==> src/rtl/free_list.sv <==
// free_list: circular FIFO of free physical register indices.
//
// The RRAT pushes freed pregs at the tail. Rename pops new pd allocations at
// the speculative head. The retired head advances on every commit of an
// instruction that writes a register. A flush snaps the speculative head back
// to the retired head, which returns every squashed allocation to the pool.
//
// Optional feature macro: FREE_LIST_BYPASS_EN. When it is defined and the list
// is empty, a preg enqueued this cycle is offered to rename in the same cycle.
//
// Ports:
//   clk         clock
//   rst         synchronous reset, active-low
//   enq_valid   RRAT frees a preg this cycle
//   enq_preg    preg being freed
//   deq_req     rename requests one allocation
//   deq_valid   a free preg is available this cycle
//   deq_preg    preg offered to rename (meaningful when deq_valid)
//   commit_adv  ROB committed an instruction with rd != x0
//   flush       mispredict / exception recovery
//   free_count  entries between speculative head and tail
module free_list #(
  parameter int PHYS_REGS = 64,
  parameter int ARCH_REGS = 32,
  parameter int DEPTH     = PHYS_REGS - ARCH_REGS,
  parameter int PHYS_BITS = $clog2(PHYS_REGS)
) (
  input  logic                     clk,
  input  logic                     rst,
  input  logic                     enq_valid,
  input  logic [PHYS_BITS-1:0]     enq_preg,
  input  logic                     deq_req,
  output logic                     deq_valid,
  output logic [PHYS_BITS-1:0]     deq_preg,
  input  logic                     commit_adv,
  input  logic                     flush,
  output logic [$clog2(DEPTH):0]   free_count
);

  localparam int IDX_W = $clog2(DEPTH);
  localparam int PTR_W = IDX_W + 1;

  logic [PHYS_BITS-1:0] mem_q [DEPTH];
  logic [PHYS_BITS-1:0] mem_d [DEPTH];
  logic [PTR_W-1:0]     tail_q, tail_d;
  logic [PTR_W-1:0]     head_spec_q, head_spec_d;
  logic [PTR_W-1:0]     head_ret_q, head_ret_d;

  logic empty;
  logic full;
  logic do_enq;
  logic do_deq;

  always_comb begin
    empty = (head_spec_q == tail_q);
    full  = (tail_q[IDX_W-1:0] == head_spec_q[IDX_W-1:0]) &&
            (tail_q[IDX_W] != head_spec_q[IDX_W]);

`ifdef FREE_LIST_BYPASS_EN
    // Empty list forwards the preg being freed straight to rename.
    deq_valid = (!empty || enq_valid) && !flush;
    deq_preg  = empty ? enq_preg : mem_q[head_spec_q[IDX_W-1:0]];
`else
    deq_valid = !empty && !flush;
    deq_preg  = mem_q[head_spec_q[IDX_W-1:0]];
`endif

    free_count = tail_q - head_spec_q;

    // An enqueue into a full list is dropped so the pointers stay coherent.
    do_enq = enq_valid && !full;
    do_deq = deq_req && deq_valid;

    mem_d = mem_q;
    if (do_enq) begin
      mem_d[tail_q[IDX_W-1:0]] = enq_preg;
    end

    tail_d     = do_enq ? tail_q + PTR_W'(1) : tail_q;
    head_ret_d = head_ret_q + PTR_W'(commit_adv);

    // Flush restores to the retired head including this cycle's commit.
    if (flush) begin
      head_spec_d = head_ret_d;
    end else if (do_deq) begin
      head_spec_d = head_spec_q + PTR_W'(1);
    end else begin
      head_spec_d = head_spec_q;
    end
  end

  always_ff @(posedge clk) begin
    if (!rst) begin
      for (int i = 0; i < DEPTH; i++) begin
        mem_q[i] <= PHYS_BITS'(ARCH_REGS + i);
      end
      // Index 0 with the wrap bit set: every non-architectural preg is free.
      tail_q      <= {1'b1, {IDX_W{1'b0}}};
      head_spec_q <= '0;
      head_ret_q  <= '0;
    end else begin
      mem_q       <= mem_d;
      tail_q      <= tail_d;
      head_spec_q <= head_spec_d;
      head_ret_q  <= head_ret_d;
    end
  end

`ifndef SYNTHESIS
  always @(posedge clk) begin
    if (rst) begin
      assert (!(enq_valid && full))
        else $error("free_list: enqueue while full");
      assert (!(commit_adv && (head_ret_q == head_spec_q)))
        else $error("free_list: commit with no outstanding allocation");
    end
  end
`endif

endmodule

==> config.mk <==
export PLATFORM = sky130hd
export DESIGN_NAME = free_list
export DESIGN_NICKNAME = d
export VERILOG_FILES = /design/src/rtl/free_list.sv
export SDC_FILE = /design/constraint.sdc
export NUM_CORES = 1
export LEC_CHECK = 0
export ABC_CLOCK_PERIOD_IN_PS = 2400
export CORE_MARGIN = 4
export CORE_UTILIZATION = 35
export CTS_BUF_LIST = sky130_fd_sc_hd__clkbuf_2
export CTS_CLUSTER_DIAMETER = 200
export DETAILED_ROUTE_END_ITERATION = 8
export PLACE_DENSITY = 0.53
export SLEW_MARGIN = 30
export SYNTH_ARGS = -nofsm -noshare
export SYNTH_HDL_FRONTEND = slang
export SYNTH_SLANG_ARGS = --single-unit
==> constraint.sdc <==
create_clock -name clk -period 2.4 [get_ports clk]
set_input_delay 0.48 -clock clk [delete_from_list [all_inputs] [get_ports clk]]
set_output_delay 0.48 -clock clk [all_outputs]
set_load 0.1 [all_outputs]
---- Word level (Yosys, flattened, before mapping) ----
Index checks and enable logic that the tools add are counted.
storage, ports and cells
  register bits after elaboration ......... 210
  output and inout port bits .............. 13
  logic and storage cells ................. 64
cells by class
  add/subtract/negate cells ............... 4
  magnitude comparators ................... 3
  equal/unequal tests ..................... 3
  muxes and demuxes ....................... 8
  bitwise gates (word level) .............. 2
  reductions and logical operators ........ 9
operators with widths
  operator             number
  $bwmux 192           1
  $bmux 6 s5           1
  $demux 6 s5          1
  $mux 6               5
  $add 6x1->6 const B  2
  $ge 6x6->1 const B   2
  $not 5->6            2
  $add 6x1->6          1
  $eq 6x6->1           1
  $lt 6x1->1 const B   1
  $sub 6x6->6          1
  $eq 5x5->1           1
  $logic_and 1x1->1    5
  $logic_not 1->1      3
  $reduce_bool 2->1    1
  $ne 1x1->1           1

---- Depth between registers and ports, before layout ----
  depth in word-level cells ............... 6
  depth in mapped cells ................... 12

---- Worst setup path after synthesis ----
OpenSTA, ideal clock, no wires.
  path type ............................... flip-flop to output port
  from .................................... reg head_spec_q[0]
  to ...................................... out deq_preg[4]
  arrival time ............................ 3.504 ns
  data required time ...................... 1.920 ns
  path slack .............................. -1.584 ns
  cell stages (with the launch flop) ...... 7
  cells stage by stage .................... dfxtp_1 buf_4 buf_4 mux4_2 nand2_1 and3_1 a311oi_1
between the ends
  longest elaborated chain between the ends .. 4
ends and longest elaborated chain
  element                                     line  text
  start: declaration                          46    logic [PTR_W-1:0] head_spec_q, head_spec_d;
  start signal: assignment                    104   head_spec_q <= head_spec_d;
  $not 5->6 (implied by the code)             65    deq_preg = mem_q[head_spec_q[IDX_W-1:0]];
  $bmux 6 s5                                  65
  $mux 6 (implied by the code) (2 in series)  65
  end: declaration                            34    output logic [PHYS_BITS-1:0] deq_preg,
No other way between the ends. The select of a mux whose other input is x is not followed.

---- Worst setup path in the final report ----
  from .................................... reg head_spec_q[2]
  to ...................................... out deq_preg[2]
The elaborated chain is that of the path after synthesis.

==> metrics <==
Chip Height 178 um; crit share post-route 1.34; antenna-violating nets left 0; Power Density 626 mW/mm^2; critical path endpoint category output port; full die area about 0.032 mm^2; clk_skew 0.104 ns; Starting DRT DRC Count between 400 and 500; Most common cell on crit path buf_4; setup_tns -7.82 ns; synthesized instance count 979; setup ws final -0.818 ns; status finished with violations; share of the synthesized area in the top cell type 0.414; Max clock buf depth 3; slowest cell delay on critical path 0.36 ns; combinational share of power 0.268; Worst EP arrival 2.74 ns; Buf/Inv on CP 5; leak pwr a little under 0.005 uW; Area contributors post-synth dfxtp_1, mux2i_1, mux4_2, nand2_1, nand3_1; Remaining DRCs 0; final wirelength 29.4 mm; most common cell in the netlist dfxtp_1; worst path cell trace buf_2 > and3b_2 > buf_4 > buf_4 > a221oi_2 > buf_4 > a31oi_4 > buf_12; synth warn 0; RSZ-0062 raised after global routing true; slew margin rel. 0.584; critical path peak fanout 5; Post-Syn Area 0.0102 mm^2; EDFF count, synth 0; clock buffer count from CTS 56; Die Wd between 150 and 200 um; vias in the first global route about 7800; first-pass GRT wire length around 45 mm; Fin. Hold Viols 0; Final min period 3.22 ns; area grow syn2layout 29.3%; io pins 25; via count 7970; layout cells sized above 1 0.341; utilization after layout 0.458; Post-Place Cell Area 0.0119 mm^2; asr flop ratio synth 0; Final HPWL DP about 20 mm; CP required approximately 1.9 ns; register area share after synthesis 0.414; CTS sink cnt 210; largest area contributor in the netlist dfxtp_1; Switching Power 2870 uW; Initial Utilization 0.354; antenna violations before repair 1; endpoints failing setup 13; Routed wire per std cell 19.1 um; Synth Flop Type dfxtp_1; CP Launch Type flop; post-synth cell types 56; Total GRT Usage 0.183; IR drop worst, VDD between 0.3 and 0.4 mV; Clock transition at path regs 0.12 ns; Fmax achieved 311 MHz; GRT overflow 0; DR pass1 iterations 5; Commonest cells post-synth dfxtp_1, nand2_1, mux2i_1; share of power burned in registers 0.434; final instance area 0.0131 mm^2; Worst-Margin Slew 0.623 ns; Crit-path slowest cell dfxtp_4; Int Pwr 5360 uW; Final #Nets 1140; largest net degree at the start of global routing 56; H-tree Lvls 2; Core Footprint 0.0287 mm^2; Sw Ratio 0.349; Max Cap Viol 0; failing checks negative setup slack; Buffers on Ports 24; vias per cell 5.19; pre-CTS setup slack -0.0317 ns; Slew Limit Fails 0; CP Class flop to output port; clock insertion delay at the later pin of the skew report 0.92 ns; syn_area_per_cell 10.4 um^2; syn nets between 1000 and 1500; Top delay family on crit path buffers and inverters; worst hold-check path type input pin to flop; #FFs+latches synth 210; # rows 62; root buffer cell clkbuf_2; TritonCTS clock tree done; routability congestion estimate 0.820; Tot Pwr 8230 uW; Clk pwr share 0.298
[metrics by stage]
step | hold slack (ns) | cells
after floorplan | 0.432 | 979
after global placement | 0.441 | 1395
after detailed placement | 0.447 | 1395
after CTS | 0.349 | 1502
after global routing | 0.419 | 1537
final | 0.446 | 1537
[worst paths after layout]
path | startpoint | to | slack, ns | depth (start not counted)
setup / recovery | head_spec_q[2] | deq_preg[2] | -0.82 | 8
hold / removal | flush | head_spec_q[4] | 0.45 | 3
setup reg to reg | head_spec_q[2] | mem_q[95] | 0.07 | 12
hold reg to reg | mem_q[13] | mem_q[13] | 0.46 | 2
[routing by layer]
metal,part of all wire,wire (um),vias up,global-route usage
met4,0.017,499,0,0.0569
li1,-,-,3868,-
met5,0,0,-,0
met2,0.46,13600,209,0.287
met3,0.044,1300,36,0.0312
met1,0.48,13900,3857,0.257
[worst reg2reg max path, cell delays in order, from the launching register on]
cell	delay (ns)
dfxtp_4	0.37
buf_6	0.10
buf_6	0.09
inv_4	0.04
ha_4	0.28
buf_6	0.10
buf_4	0.11
nand4_4	0.16
buf_12	0.22
o311ai_4	0.30
buf_4	0.23
mux2i_1	0.19
nand2_1	0.06
[cells by family (layout without fill, tap and decap cells)]
logic type	Yosys count	in the layout	synth area share
adders and majority gates	13	13	0.0167
other	0	2	0
DFF	210	210	0.414
and+or+nand+nor	293	294	0.133
buffers and inverters	104	275	0.0485
AOI/OAI and AO/OA	166	166	0.152
xor gates and xnor gates	12	12	0.0103
muxes	181	181	0.226
[registers in the layout (all words and copies together) (netlist names)]
signal       flops
head_ret_q       6
mem_q          192
tail_q           6
head_spec_q      6
[cells in the final DEF (no fill, tap or decap), types with 6 or more instances in the layout]
master | synthesis | routed
and3_4 | 0 | 6
nand2_1 | 162 | 162
xnor2_1 | 11 | 8
dfxtp_1 | 210 | 205
nand3_1 | 82 | 82
a22oi_2 | 0 | 8
buf_6 | 4 | 12
a31oi_4 | 0 | 6
clkinv_1 | 1 | 6
clkbuf_2 | 0 | 84
a221oi_2 | 0 | 6
clkdlybuf4s50_1 | 0 | 10
and2_1 | 8 | 8
a31oi_1 | 12 | 6
buf_4 | 9 | 84
mux2_2 | 24 | 24
mux2i_1 | 121 | 121
ha_1 | 12 | 7
buf_12 | 1 | 55
nor2_1 | 9 | 7
mux4_2 | 36 | 36
inv_1 | 13 | 8
a311oi_4 | 13 | 14
o21ai_0 | 76 | 76
o311ai_4 | 12 | 12
[power by group through the flow]
stage	registers, uW	logic (uW)	clock network [uW]
after floorplan	3630	1360	0
after global placement	3650	1940	0
after detailed placement	3650	1940	0
after CTS	3570	2100	2550
after global routing	3580	2300	2700
final	3570	2200	2450
[what timing repair did]
action                                 4_1_cts  5_1_grt
pin swaps                                   21       33
hold buffers                                 1        0
setup endpoints to repair                   14       55
endpoints found under the hold margin       33        0
buffers inserted                            10       33
cloned                                       2        2
gates resized for setup                     32       20
[cell type report]
| cell class | instances | area (um^2) |
|---|---|---|
| inverter | 15 | 65.1 |
| timing repair buffer | 166 | 2050 |
| multi-input combinational | 666 | 5850 |
| tap | 384 | 480 |
| clock inverter | 10 | 50.0 |
| antenna | 2 | 5.00 |
| clock buffer | 84 | 420 |
| fill | 2753 | 15600 |
| sequential | 210 | 4220 |
Note: power is estimated with default switching activity, not from simulation.
